`config.mk`:
```
export PLATFORM = sky130hd
export DESIGN_NAME = in_buffer
export DESIGN_NICKNAME = d
export VERILOG_FILES = /design/src/rtl/noc_pkg.sv /design/src/rtl/in_buffer_mem.sv /design/src/rtl/in_buffer.sv
export SDC_FILE = /design/constraint.sdc
export NUM_CORES = 1
export LEC_CHECK = 0
export BUFFER_PORTS_ARGS = -buffer_cell sky130_fd_sc_hd__buf_2
export CAP_MARGIN = 10
export CELL_PAD_IN_SITES_DETAIL_PLACEMENT = 1
export CELL_PAD_IN_SITES_GLOBAL_PLACEMENT = 1
export CORE_ASPECT_RATIO = 0.9
export CORE_MARGIN = 2
export CORE_UTILIZATION = 40
export DETAILED_ROUTE_END_ITERATION = 8
export PLACE_DENSITY_LB_ADDON = 0.2
export SYNTH_ARGS = -nofsm -noshare
export SYNTH_HDL_FRONTEND = slang
export SYNTH_SLANG_ARGS = --single-unit
export TNS_END_PERCENT = 1
```
`constraint.sdc`:
```
create_clock -name rc_clk -period 11.4 [get_ports rc_clk]
set_input_delay 2.28 -clock rc_clk [delete_from_list [all_inputs] [get_ports rc_clk]]
set_output_delay 2.28 -clock rc_clk [all_outputs]
set_load 0.02 [all_outputs]
```
`src/rtl/noc_pkg.sv`:
```
`default_nettype none
// ============================================================================
// Package     : noc_pkg
// Description : Shared router definitions. Holds the input-buffer sizing
//               defaults, the flit and pressure types, and the port indices
//               that the route-compute and allocator stages also use.
// Revision    : 1.0 - initial release
// ============================================================================
package noc_pkg;

  localparam int DATASIZE = 40;  // flit width in bits
  localparam int DEPTH    = 8;   // input buffer entries (power of two)
  localparam int WIDTH    = 3;   // log2(DEPTH)

  typedef logic [DATASIZE-1:0] flit_t;
  typedef logic [WIDTH:0]      pressure_t;

  // Router port indices, one input buffer per port
  localparam logic [1:0] PORT_E = 2'd0;
  localparam logic [1:0] PORT_W = 2'd1;
  localparam logic [1:0] PORT_S = 2'd2;
  localparam logic [1:0] PORT_L = 2'd3;

endpackage : noc_pkg
`default_nettype wire

```
`src/rtl/in_buffer_mem.sv`:
```
`default_nettype none
// ============================================================================
// Module      : in_buffer_mem
// Description : DEPTH x DATASIZE register array for the router input buffer.
//               One synchronous write port, one combinational read port.
//               Contents are deliberately not reset.
// Revision    : 1.0 - initial release
// ============================================================================
module in_buffer_mem
  import noc_pkg::*;
#(
  parameter int DEPTH    = noc_pkg::DEPTH,
  parameter int WIDTH    = noc_pkg::WIDTH,
  parameter int DATASIZE = noc_pkg::DATASIZE
) (
  input  logic                clk,
  input  logic                we,
  input  logic [WIDTH-1:0]    waddr,
  input  logic [DATASIZE-1:0] wdata,
  input  logic [WIDTH-1:0]    raddr,
  output logic [DATASIZE-1:0] rdata
);

  logic [DATASIZE-1:0] mem [DEPTH];

  // Write the incoming flit into the addressed slot
  always_ff @(posedge clk) begin
    if (we) begin
      mem[waddr] <= wdata;
    end
  end

  // Head-of-queue read is combinational so the FIFO falls through
  assign rdata = mem[raddr];

endmodule : in_buffer_mem
`default_nettype wire

```
`src/rtl/in_buffer.sv`:
```
`default_nettype none
// ============================================================================
// Module      : in_buffer
// Description : Per-port router input FIFO with first-word fall-through.
//               Presents the head flit to route compute and exports its
//               occupancy as a pressure value for neighbour adaptive routing.
//               Optional macro IN_BUFFER_OVF_CHK_EN enables the sticky
//               overflow_err flag (valid_in while full); otherwise it is 0.
// Revision    : 1.0 - initial release
// ============================================================================
module in_buffer
  import noc_pkg::*;
#(
  parameter int DEPTH    = noc_pkg::DEPTH,
  parameter int WIDTH    = noc_pkg::WIDTH,
  parameter int DATASIZE = noc_pkg::DATASIZE
) (
  input  logic                rc_clk,
  input  logic                rst_n,
  input  logic [DATASIZE-1:0] data_in,
  input  logic                valid_in,
  output logic                ready_out,
  output logic [DATASIZE-1:0] data_out,
  output logic                valid_out,
  input  logic                rc_ready,
  output logic [WIDTH:0]      pressure_out,
  output logic                overflow_err
);

  localparam logic [WIDTH:0] PTR_ONE = {{WIDTH{1'b0}}, 1'b1};

  // Pointers carry a wrap bit above the index so full and empty differ
  logic [WIDTH:0] wr_ptr;
  logic [WIDTH:0] rd_ptr;
  logic [WIDTH:0] count;

  logic empty;
  logic full;
  logic push;
  logic pop;

  assign empty = (wr_ptr == rd_ptr);
  assign full  = (wr_ptr[WIDTH-1:0] == rd_ptr[WIDTH-1:0]) &&
                 (wr_ptr[WIDTH] != rd_ptr[WIDTH]);

  // Handshakes depend only on registered state, never on valid_in
  assign ready_out = !full;
  assign valid_out = !empty;
  assign push      = valid_in && ready_out;
  assign pop       = valid_out && rc_ready;

  assign pressure_out = count;

  in_buffer_mem #(
    .DEPTH    (DEPTH),
    .WIDTH    (WIDTH),
    .DATASIZE (DATASIZE)
  ) u_mem (
    .clk   (rc_clk),
    .we    (push),
    .waddr (wr_ptr[WIDTH-1:0]),
    .wdata (data_in),
    .raddr (rd_ptr[WIDTH-1:0]),
    .rdata (data_out)
  );

  // Advance the write pointer on each accepted flit; power-of-two depth wraps naturally
  always_ff @(posedge rc_clk) begin
    if (!rst_n) begin
      wr_ptr <= '0;
    end else if (push) begin
      wr_ptr <= wr_ptr + PTR_ONE;
    end
  end

  // Advance the read pointer when route compute takes the head flit
  always_ff @(posedge rc_clk) begin
    if (!rst_n) begin
      rd_ptr <= '0;
    end else if (pop) begin
      rd_ptr <= rd_ptr + PTR_ONE;
    end
  end

  // Occupancy counter; push and pop together leave it unchanged
  always_ff @(posedge rc_clk) begin
    if (!rst_n) begin
      count <= '0;
    end else if (push && !pop) begin
      count <= count + PTR_ONE;
    end else if (pop && !push) begin
      count <= count - PTR_ONE;
    end
  end

`ifdef IN_BUFFER_OVF_CHK_EN
  logic ovf_flag;

  // Latch any attempt to send while full; cleared only by reset
  always_ff @(posedge rc_clk) begin
    if (!rst_n) begin
      ovf_flag <= 1'b0;
    end else if (valid_in && full) begin
      ovf_flag <= 1'b1;
    end
  end

  assign overflow_err = ovf_flag;
`else
  assign overflow_err = 1'b0;
`endif

endmodule : in_buffer
`default_nettype wire
```
# Yosys cells after proc, flatten, opt, wreduce, memory -nomap -nowiden
# Memories as Yosys holds them, arrays and structs flattened. A register that Yosys moved wholly into a read port is not among the register bits.
# Index checks and enable logic that the tools add are counted.
[word_totals] wordCells=27 out_inout_bits=47 memories=1 ramBits=320 reg_bits=12 inputBits=44
[op_classes] add_sub_neg=4 n_eq_ne=3 muxes=6 n_reduce_logical=10
[memory_table] name="u_mem.mem" depth=8 width=40 rd=1 rd_ports_with_merged_regs=1 write_ports=1 line_no="in_buffer_mem.sv:24" text="logic [DATASIZE-1:0] mem [DEPTH];"
[op_table] operator="4-bit by 1-bit adder with 4-bit output, second input constant" n=3
[op_table] operator="4-bit two-way mux" n=2
[op_table] operator="3-bit two-way mux" n=2
[op_table] operator="1-bit logical AND" n=5
[op_table] operator="4-bit equality test" n=1
[op_table] operator="1-bit zero test" n=4
[op_table] operator="4-bit by 1-bit subtractor with 4-bit output, second input constant" n=1
[op_table] operator="3-bit equality test" n=1
[op_table] operator="1-bit two-way mux" n=2
[op_table] operator="2-bit nonzero test" n=1
[op_table] operator="1-bit inequality test" n=1

# Longest topological paths before layout
[depth] depth_word=8 mapped_depth=11 depth_no_buf=10

# Modules after synthesis
# Synthesis repeated with hierarchy kept, for this count alone.
[hier_totals] cells_unflattened=556 hier_area_um2=13118.8
[modules_own_cells] module="in_buffer_mem" seq_area_each_um2=9609.2 cells_each=475 area_each_um2=12370.6 instances=1
[modules_own_cells] module="in_buffer" seq_area_each_um2=240.2 cells_each=81 area_each_um2=748.2 instances=1

# Least setup slack after synthesis
# OpenSTA, ideal clock, no wires.
[synth_timing] path_kind="input to register" from="input valid_in" to="memory u_mem.mem[3][0], enable pin" arrival_ps=6521 n_path_buf=0 setup_time_ps=551 required_ps=10849 path_slack_ps=4328 cell_stages=2 cell_sequence="nand2_1 > nor4b_1"
[synth_between] elab_chain_len=3
[synth_lines] item="from (decl)" line_no="in_buffer.sv:21" text="input logic valid_in,"
[synth_lines] item="1-bit logical AND" line_no="in_buffer.sv:49" text="assign push = valid_in && ready_out;"
[synth_lines] item="1-bit two-way mux" line_no="in_buffer_mem.sv:28" text="if (we) begin"
[synth_lines] item="1-bit two-way mux (implied by the code)" line_no="in_buffer_mem.sv:29" text="mem[waddr] <= wdata;"
[synth_lines] item="to (decl)" line_no="in_buffer_mem.sv:24"
# Every way passes these cells.

==> metrics.md <==
| Metric | Value |
|---|---|
| Status | `finished clean` |
| Yosys Warn Count | `0` |
| Top sig layer | `met5` |
| Starting Density | `40.5%` |
| Vias per cell | `5.31` |
| 1st-iter DRT viols | `approximately 300` |
| Commonest non-fill, non-tap cell in the layout | `edfxtp_1` |
| Startpoint types | `flop` |
| Crit Path Max Fanout | `51` |
| Cell variety after synth | `37` |
| Metal-1 WL | `11.3 mm` |
| Worst Skew | `0.0216 ns` |
| Post-Synth Adder-Cell Area | `0.641%` |
| Syn-to-layout area delta | `16.3%` |
| Final setup violation count | `0` |
| Hold-fix buffers, CTS | `0` |
| Relative slew slack | `between 20% and 30%` |
| CTS sink cnt | `335` |
| CTS Buf Count | `37` |
| Final Hold Fails | `0` |
| CP Capture Type | `primary output` |
| Total Routing Usage GR | `16.5%` |
| TNS Setup | `0 ns` |
| PwrDens | `197 nW/µm²` |
| Period Utilization, post-route | `49.1%` |
| Slew Viols, Final | `0` |
| Unrepaired setup endpoints after global routing | `false` |
| Setup CP Type | `reg2out` |
| Mux contribution to synthesized area | `17.7%` |
| IO Count | `between 90 and 100` |
| Core area | `31800 µm²` |
| Reg clk slew, reported paths | `roughly 0.050 ns` |
| Xor-xnor portion of the synthesized cell area | `0.932%` |
| Mapped cell area | `12900 µm²` |
| Leak | `about 4.8 nW` |
| Post-synth top area share | `74.6%` |
| Syn avg cell area | `23.0 µm²` |
| DR pass1 iterations | `4` |
| Critical Path AT | `between 3 and 4 ns` |
| Die H | `between 150 and 200 µm` |
| Sequential area share after synthesis | `about three quarters` |
| Cell count after synthesis | `560` |
| Post-synthesis compound-gate area fraction | `1.01%` |
| DRC Markers | `0` |
| DR WL/cell | `24.0 µm` |
| Die W | `193 µm` |
| Nets | `723` |
| Clock period minus worst slack | `5.60 ns` |
| First-pass GRT wire length | `around 41 mm` |
| CTS H-tree depth | `2` |
| Flops & latches, synth | `335` |
| Post-CTS Resized | `0` |
| Share of layout cells above drive strength 1 | `between 40% and 50%` |
| Gr ovfl total | `0` |
| Commonest non-fill, non-tap cells in the layout | `320 x edfxtp_1, 89 x buf_2, 80 x mux4_2` |
| DIE AREA | `33700 µm²` |
| Row cnt | `62` |
| HPWL after DPL | `14.3 mm` |
| Layout filler cell count | `between 2k and 3k` |
| Synth Area in Simple Gates | `1.64%` |
| Clk Tree Root Cell | `clkbuf_16` |
| Initial antenna violation count | `4` |
| Hold WC Path Type | `reg2reg` |
| Top cells by area, synth | `edfxtp_1 75%, mux4_2 14%, mux2_2 3.5%` |
| Met2 WL post-DR | `around 14 mm` |
| Routed wire length | `26.9 mm` |
| Antenna Nets Post-Route | `0` |
| Buffers on Ports | `89` |
| Largest net degree at the start of global routing | `81` |
| Worst-margin pin slew | `1.19 ns` |
| Max Buffers Root-to-Sink | `3` |
| Design area | `between 10000 and 15000 µm²` |
| Clock Latency Late Sink | `approximately 0.53 ns` |
| Largest family of logic cells by synthesized area | `multiplexers` |
| Vias in the first global route | `~6.7k` |
| Cell Count, Final, Fillers Out | `roughly 1.1k` |
| R2r setup slk | `8.51 ns` |
| Vias | `slightly below 6k` |
| Peak Freq | `179 MHz` |
| Max Cap Viol | `0` |
| Post-CTS setup buffers | `0` |
| CP Data Required Time | `between 9 and 10 ns` |
| Synth Net Count | `610` |
| DP Area | `roughly 14000 µm²` |
| Routability cong. | `0.666` |
| Yosys top cell by area | `edfxtp_1` |
| Maximum VDD drop | `0.161 mV` |
| CTS tree | `built` |
| Placed insts | `1050` |
| Final total power | `2.95 mW` |
| Routed wire length on met3 | `around 1.3 mm` |
==> routing by layer <==
metal  global-route usage, %  up-vias
li1                        -     2583
met1                    21.4     3173
met2                    27.7      125
met3                    3.55       55
met4                    5.18        4
met5                       0        -
==> cell families after synthesis <==
group                    Yosys count
flip-flops                       335
adder cells (fa/ha/maj)            6
AO/OA/AOI/OAI                     15
other                              1
AND/OR/NAND/NOR                   38
XOR/XNOR                           9
buffers and inverters             33
multiplexers                     123
==> Yosys cell counts (all sizes together) <==
cell and instances:
edfxtp 320, and2 1, inv 5, conb 1
a21oi 5, fa 1, nand2b 3, mux2i 3
nor4b 1, o41ai 2, nand3 3, nor3 4
xnor2 3, nor2 9, a211o 1, mux2 40
ha 5, o21ai 4, xor2 6, clkbuf 16
or3 3, dfxtp 15, nor4 5, nand4 2
nand2 7, a211oi 1, a31oi 2, mux4 80
clkinv 1, buf 11
==> layout make-up <==
cell class	count	area [µm²]	area share, %
Multi-Input combinational cell	192	2880	19.2
Tap cell	416	520	3.47
Antenna cell	2	5.00	0.0334
Inverter	6	22.5	0.150
Timing Repair Buffer	101	536	3.57
Clock inverter	23	156	1.04
Clock buffer	43	948	6.33
Sequential cell	335	9920	66.2
==> per-stage QoR <==
stage | hold WS [ns] | utilization [%] | worst slack [ns]
global route | 0.505 | 47.1 | 5.51
detailed placement | 0.485 | 43.6 | 6.23
global placement | 0.451 | 43.6 | 6.24
CTS | 0.495 | 47.1 | 5.68
floorplan | 0.532 | - | 4.33
finish | 0.493 | 47.1 | 5.80
==> registers in the layout, summed over array words and instances (netlist names), named ones only <==
name          flops
u_mem.mem       320
rd_ptr            4
pressure_out      4
wr_ptr            4
==> power by group <==
group | internal (mW) | total, mW | switching (mW) | leakage, nW
Clock | 0.620 | 1.09 | 0.468 | 0.534
Combinational | 0.205 | 0.419 | 0.214 | 1.21
Sequential | 1.39 | 1.44 | 0.0496 | 3.03
Total | 2.22 | 2.95 | 0.731 | 4.78
==> path summary, 6_finish.rpt <==
path / startpoint / to / cells past startpoint
setup reg to reg: wr_ptr[2] / pressure_out[3] / 10
setup / recovery: flop / data_out[32] / 4
hold / removal: pressure_out[3] / pressure_out[3] / 2
hold reg to reg: pressure_out[3] / pressure_out[3] / 2
==> critical path: stages, from the launching register on <==
cell     delay, ns
dfxtp_4       1.04
buf_4         0.67
mux4_2        0.58
mux2_2        0.29
buf_2         0.16
(Power assumes the default switching activity.)
